## config.mk

```make
export PLATFORM = sky130hd
export DESIGN_NAME = vga_timing_gen
export DESIGN_NICKNAME = d
export VERILOG_FILES = /design/src/rtl/vga_timing_gen.sv
export SDC_FILE = /design/constraint.sdc
export NUM_CORES = 1
export LEC_CHECK = 0
export BUFFER_PORTS_ARGS = -buffer_cell sky130_fd_sc_hd__buf_4
export CAP_MARGIN = 30
export CORE_UTILIZATION = 33
export DETAILED_ROUTE_END_ITERATION = 8
export GPL_TIMING_DRIVEN = 0
export PLACE_DENSITY = 0.59
export SYNTH_ARGS = -nofsm -noshare
export SYNTH_HDL_FRONTEND = slang
export SYNTH_SLANG_ARGS = --single-unit
```

## constraint.sdc

```tcl
create_clock -name Clk -period 1.9 [get_ports Clk]
set_input_delay 0.19 -clock Clk [delete_from_list [all_inputs] [get_ports Clk]]
set_output_delay 0.19 -clock Clk [all_outputs]
set_load 0.05 [all_outputs]
```

## src/rtl/vga_timing_gen.sv

```systemverilog
// 640x480@60 VGA timing from a 50 MHz clock: pixel counters, syncs, blank, DAC colour register and frame pulses.
// Colour/sync/blank lag DrawX/DrawY by one pixel (2 Clk); no backpressure, free-running once out of reset.
module vga_timing_gen #(
  parameter int unsigned H_VISIBLE = 640,
  parameter int unsigned H_FRONT   = 16,
  parameter int unsigned H_SYNC    = 96,
  parameter int unsigned H_BACK    = 48,
  parameter int unsigned V_VISIBLE = 480,
  parameter int unsigned V_FRONT   = 10,
  parameter int unsigned V_SYNC    = 2,
  parameter int unsigned V_BACK    = 33
) (
  input  logic       Clk,
  input  logic       Reset_n,
  input  logic [7:0] Red,
  input  logic [7:0] Green,
  input  logic [7:0] Blue,
  output logic [9:0] DrawX,
  output logic [9:0] DrawY,
  output logic       VGA_CLK,
  output logic       VGA_HS,
  output logic       VGA_VS,
  output logic       VGA_BLANK_N,
  output logic       VGA_SYNC_N,
  output logic [7:0] VGA_R,
  output logic [7:0] VGA_G,
  output logic [7:0] VGA_B,
  output logic       frame_start,
  output logic       vblank_start
);

  localparam int unsigned H_TOTAL = H_VISIBLE + H_FRONT + H_SYNC + H_BACK;
  localparam int unsigned V_TOTAL = V_VISIBLE + V_FRONT + V_SYNC + V_BACK;

  localparam logic [9:0] H_LAST   = 10'(H_TOTAL - 1);
  localparam logic [9:0] H_VIS    = 10'(H_VISIBLE);
  localparam logic [9:0] HS_FIRST = 10'(H_VISIBLE + H_FRONT);
  localparam logic [9:0] HS_LAST  = 10'(H_VISIBLE + H_FRONT + H_SYNC - 1);
  localparam logic [9:0] V_LAST   = 10'(V_TOTAL - 1);
  localparam logic [9:0] V_VIS    = 10'(V_VISIBLE);
  localparam logic [9:0] V_VIS_LAST = 10'(V_VISIBLE - 1);
  localparam logic [9:0] VS_FIRST = 10'(V_VISIBLE + V_FRONT);
  localparam logic [9:0] VS_LAST  = 10'(V_VISIBLE + V_FRONT + V_SYNC - 1);

  logic       pix_tog;
  logic       pix_en;
  logic [9:0] h_cnt;
  logic [9:0] v_cnt;
  logic       h_wrap;
  logic       v_wrap;
  logic       visible;
  logic       hs_active;
  logic       vs_active;

  always_ff @(posedge Clk or negedge Reset_n) begin
    if (!Reset_n) begin
      pix_tog <= 1'b0;
    end else begin
      pix_tog <= ~pix_tog;
    end
  end

  assign pix_en = pix_tog;
  assign h_wrap = (h_cnt == H_LAST);
  assign v_wrap = (v_cnt == V_LAST);

  always_ff @(posedge Clk or negedge Reset_n) begin
    if (!Reset_n) begin
      h_cnt <= 10'd0;
      v_cnt <= 10'd0;
    end else if (pix_en) begin
      if (h_wrap) begin
        h_cnt <= 10'd0;
        v_cnt <= v_wrap ? 10'd0 : v_cnt + 10'd1;
      end else begin
        h_cnt <= h_cnt + 10'd1;
      end
    end
  end

  assign visible   = (h_cnt < H_VIS) && (v_cnt < V_VIS);
  assign hs_active = (h_cnt >= HS_FIRST) && (h_cnt <= HS_LAST);
  assign vs_active = (v_cnt >= VS_FIRST) && (v_cnt <= VS_LAST);

  // Sampled with the pre-edge counters so colour, syncs and blank share one pixel of latency.
  always_ff @(posedge Clk or negedge Reset_n) begin
    if (!Reset_n) begin
      VGA_R       <= 8'd0;
      VGA_G       <= 8'd0;
      VGA_B       <= 8'd0;
      VGA_BLANK_N <= 1'b0;
      VGA_HS      <= 1'b1;
      VGA_VS      <= 1'b1;
    end else if (pix_en) begin
      VGA_R       <= visible ? Red   : 8'd0;
      VGA_G       <= visible ? Green : 8'd0;
      VGA_B       <= visible ? Blue  : 8'd0;
      VGA_BLANK_N <= visible;
      VGA_HS      <= ~hs_active;
      VGA_VS      <= ~vs_active;
    end
  end

  // Updated every edge so each pulse self-clears on the following non-pixel edge.
  always_ff @(posedge Clk or negedge Reset_n) begin
    if (!Reset_n) begin
      frame_start  <= 1'b0;
      vblank_start <= 1'b0;
    end else begin
      frame_start  <= pix_en && h_wrap && v_wrap;
      vblank_start <= pix_en && h_wrap && (v_cnt == V_VIS_LAST);
    end
  end

  assign DrawX      = h_cnt;
  assign DrawY      = v_cnt;
  assign VGA_CLK    = pix_tog;
  assign VGA_SYNC_N = 1'b0;

endmodule

```

## Word level (Yosys, flattened, before mapping)

Cells that the tools add are included.

- Output and inout port bits: 51
- Logic and storage cells: 37
- Register bits: 50

- Bitwise gates (word level): 3
- Equal/unequal tests: 3
- Reductions and logical operators: 7
- $add $sub $neg: 2
- $lt $le $gt $ge: 6
- Muxes and demuxes: 5

Operators by type and width:

| cell | number |
|---|---|
| 8-bit two-way mux | 3 |
| 10-bit by 1-bit adder with 10-bit output (second input constant) | 2 |
| 10-bit equality test (second input constant) | 2 |
| 10-bit two-way mux | 2 |
| 10-bit by 9-bit equality test with 1-bit output (second input constant) | 1 |
| 10-bit greater-or-equal comparator (second input constant) | 1 |
| 10-bit by 9-bit greater-or-equal comparator with 1-bit output (second input constant) | 1 |
| 10-bit <= comparator (second input constant) | 1 |
| 10-bit by 9-bit <= comparator with 1-bit output (second input constant) | 1 |
| 10-bit < comparator (second input constant) | 1 |
| 10-bit by 9-bit < comparator with 1-bit output (second input constant) | 1 |
| 1-bit logical AND | 6 |
| 1-bit inverter | 3 |
| 2-bit AND reduction | 1 |

## Logic depth before layout (Yosys ltp)

- Depth in word-level cells: 3
- Depth in mapped cells: 6
- Depth with buffers taken out: 6

## Worst setup path after synthesis

Ideal clock, no wire load.

- Kind: register to register
- Start: reg h_cnt[1] (netlist: DrawX[1])
- End: reg v_cnt[8] (netlist: DrawY[8])
- Required time: 1.758 ns
- Library setup time: 0.142 ns
- Data arrival time: 1.975 ns
- Period minus slack after synthesis: 2.117 ns
- Stages on the path, launching flop included: 6
- Buffers on the path: 0
- Setup slack: -0.217 ns
- Cell sequence: dfrtp_1 -> ha_1 -> nand4_1 -> nor3_4 -> nand4_1 -> xnor2_1

- Longest elaborated chain between the ends: 2

RTL lines:

| element | line | text |
|---|---|---|
| start: declaration | 47 | `logic [9:0] h_cnt;` |
| start signal: assignment | 76 | `h_cnt <= h_cnt + 10'd1;` |
| 10-bit equality test | 64 | `assign h_wrap = (h_cnt == H_LAST);` |
| 2-bit AND reduction (no source line) | n/a |  |
| end signal: assignment | 74 | `v_cnt <= v_wrap ? 10'd0 : v_cnt + 10'd1;` |
| end: declaration | 48 | `logic [9:0] v_cnt;` |

Every way passes these cells.
A chain may end at the register's enable or synchronous reset.

## Final worst setup path

- Start: reg h_cnt[6] (netlist: DrawX[6])
- End: reg v_cnt[8] (netlist: DrawY[8])

Same word-level chain as after synthesis.

==> metrics.md <==
| Metric | Value |
|---|---|
| Run status | `finished clean` |
| Sinks on Clock Net | `50` |
| Hold_ws | `0.1006 ns` |
| CP arrival | `2.07 ns` |
| Least-Margin Pin Slew | `0.6178 ns` |
| RSZ-0062 raised after global routing | `yes` |
| Critical path launch point | `DrawX[6]` |
| Worst min-delay path class | `input pin to flop` |
| H-tree depth | `2` |
| Fill count | `587` |
| Post-synth EDFFs | `0` |
| Sequential element share of the synthesized area | `0.5759` |
| Area grow syn2layout | `38.97%` |
| Die Height | `roughly 83 um` |
| Worst clock skew | `0.005081 ns` |
| Post-route cell area | `3025 um^2` |
| TritonCTS clock tree | `yes` |
| Die area | `~6900 um^2` |
| Clock slew at reported path FFs | `0.09 ns` |
| Max Root-Sink Buffers | `2` |
| Power Total | `approximately 1.9 mW` |
| Hold Startpoint | `Green[5]` |
| Register bit total from synthesis | `50` |
| MaxCap Viol Count | `0` |
| Yosys warnings | `0` |
| First-pass GRT wire length | `8.107 mm` |
| Gr ovfl total | `0` |
| Critical path capture point type | `flop` |
| Period utilisation layout | `0.9907` |
| Fmax | `531.3 MHz` |
| CP Launch Type | `flop` |
| Dpl hpwl | `3.398 mm` |
| DRC errors left | `0` |
| Async SR Flop Fraction | `1.000` |
| Pwr per Cell Area | `636.2 nW/um^2` |
| Die Span X | `between 80 and 90 um` |
| IO Count | `77` |
| Final Critical Period | `1.882 ns` |
| Routability Congestion | `0.7331` |
| Fraction of layout cells with a size suffix above 1 | `0.4317` |
| Synth Area in Compound Gates | `0.1287` |
| Worst vdd ir | `0.3247 mV` |
| Worst-Skew Late Latency | `0.30 ns` |
| Fin. Hold Viols | `0` |
| Critical path class | `flop to flop` |
| DR vias | `around 1700` |
| CP max FO | `5` |
| Post-layout util | `0.4765` |
| Synth Flop Type | `dfrtp_1` |
| Yosys cell types | `39` |
| Synth Area in Adders | `0.02299` |
| GRT Total Usage | `0.1463` |
| Antenna violations before repair | `0` |
| Vias in the first global route | `1684` |
| Final net count | `300` |
| Finish-stage setup viols | `0` |
| Root buf cell | `clkbuf_8` |
| Relative slew slack | `0.5881` |
| Mapped Cells | `179` |
| Final ANT Viol Nets | `0` |
| Syn_area_per_cell | `about 12 um^2` |
| Core Footprint | `between 6000 and 7000 um^2` |
| Final wirelength | `4.827 mm` |
| Dpl cell area | `2860 um^2` |
| DRT Pass-1 Iters | `3` |
| Detailed router's first-iteration violation count | `89` |
| Leakage | `1.470 nW` |
| Post-Synth XOR/XNOR Area | `0.05230` |
| Initial Util | `0.3429` |
| Largest family of logic cells by synthesized area | `simple AND/OR/NAND/NOR gates` |
| Worst flop-to-flop path startpoint | `DrawX[6]` |
| Ant. Diodes | `0` |
| Row count | `29` |
| Simple-gate share of the synthesized area | `0.1782` |
| Critical Path RT | `about 2.1 ns` |
| Synth Cell Area | `~2200 um^2` |
| Input/output buffers | `75` |
| Num CTS Buffers | `5` |
| Mux contribution to synthesized area | `0.009195` |
| Routed WL per cell | `approximately 14 um` |
| Pins Over Slew Limit | `0` |
| Vias per cell | `4.853` |
| Net count after synthesis | `between 200 and 250` |
| Largest net degree at the start of global routing | `51` |
-- per-layer routing --
layer | share of wire | track usage | vias up
met3 | 0.090 | 0.06163 | 6
met1 | 0.45 | 0.1888 | 791
li1 | - | - | 832
met2 | 0.45 | 0.2243 | 60
met5 | 0 | 0 | -
met4 | 0.011 | 0.04232 | 0
-- critical path: stages (launching register included) --
cell and delay (ns):
dfrtp_2 0.45, or4b_4 0.56, buf_6 0.15, nor3_4 0.29
nand4_1 0.17, xnor2_1 0.16
-- final cells by class --
class	count	area (um^2)	share of cell area
Clock inverter	2	10.01	0.003309
Clock buffer	6	72.57	0.02399
Sequential cell	50	1265	0.4181
Tap cell	77	96.34	0.03184
Buffer	8	43.79	0.01447
Inverter	7	26.28	0.008685
Timing Repair Buffer	84	630.6	0.2084
Multi-Input combinational cell	114	880.8	0.2911
-- cell usage in the layout, fill, tap and decap left out, drive strengths merged, types with 2 or more instances in the layout --
cell type and count:
nor3 4, ha 4, a22o 24, xnor2 11, dfstp 2, xor2 2, clkbuf 12, dfrtp 48
nand2 6, o21ai 5, buf 85, inv 7, nor2 12, nor4 6, nand3 12, nor4b 2
clkinv 2, mux2i 2, and3 6, nand4 5
-- synthesized netlist by cell type, types with 2 or more instances --
cell type / count / area (um^2)
o21ai_0: 5 / 25.02
nor2_1: 11 / 41.29
nand3_1: 11 / 55.05
nand4_1: 5 / 31.28
nor4_2: 2 / 25.02
mux2i_1: 2 / 20.02
xnor2_1: 11 / 96.34
and3_1: 6 / 37.54
inv_1: 6 / 22.52
clkbuf_1: 6 / 22.52
dfstp_2: 2 / 52.55
xor2_1: 2 / 17.52
nor4b_2: 2 / 30.03
a22o_1: 24 / 210.2
ha_1: 4 / 50.05
nor4_1: 3 / 18.77
nor3_1: 3 / 15.01
nand2_1: 6 / 22.52
dfrtp_1: 48 / 1201
-- what timing repair did --
action	in CTS	in global routing
gates resized for setup	1	5
endpoints found under the setup margin	28	26
cloned	0	1
endpoints found under the hold margin	48	0
hold buffers	1	0
setup buffers	5	2
pin swaps	1	5
-- worst paths after layout --
path / to / slack [ns] / cells past startpoint
worst max register to register: DrawY[8] / 0.02 / 5
max in group asynchronous: DrawX[0] / 0.99 / 2
worst min register to register: VGA_HS / 0.50 / 2
worst max-delay path: DrawY[8] / 0.02 / 5
worst min-delay path: VGA_G[5] / 0.10 / 2
min in group asynchronous: VGA_R[0] / 0.46 / 2
-- sequential cells by signal, indices dropped and copies added, names as in the netlist --
register	count
VGA_CLK	1
vblank_start	1
VGA_B	8
DrawY	10
frame_start	1
VGA_HS	1
VGA_G	8
VGA_BLANK_N	1
DrawX	10
VGA_VS	1
VGA_R	8
-- where the power goes --
| part | switching [mW] | leakage (nW) | total [mW] | internal (mW) |
|---|---|---|---|---|
| Combinational | 0.141 | 0.821 | 0.227 | 0.0856 |
| Sequential | 0.0161 | 0.604 | 1.11 | 1.09 |
| Clock | 0.336 | 0.0450 | 0.592 | 0.256 |
-- logic make-up after synthesis --
group,after synthesis
flip-flops,50
XOR/XNOR,13
adder cells (fa/ha/maj),4
multiplexers,2
AND/OR/NAND/NOR,59
other,1
AO/OA/AOI/OAI,35
buffers and inverters,15
-- through the flow --
| stage | setup WS [ns] | setup TNS, ns | std cells |
|---|---|---|---|
| floorplan | -0.06273 | -0.1526 | 179 |
| global placement | -0.1014 | -1.953 | 331 |
| detailed placement | -0.1073 | -1.962 | 331 |
| CTS | 0.002582 | 0 | 345 |
| global route | -0.03535 | -0.09517 | 348 |
| finish | 0.01775 | 0 | 348 |
Power figures use the tool's default switching activity.
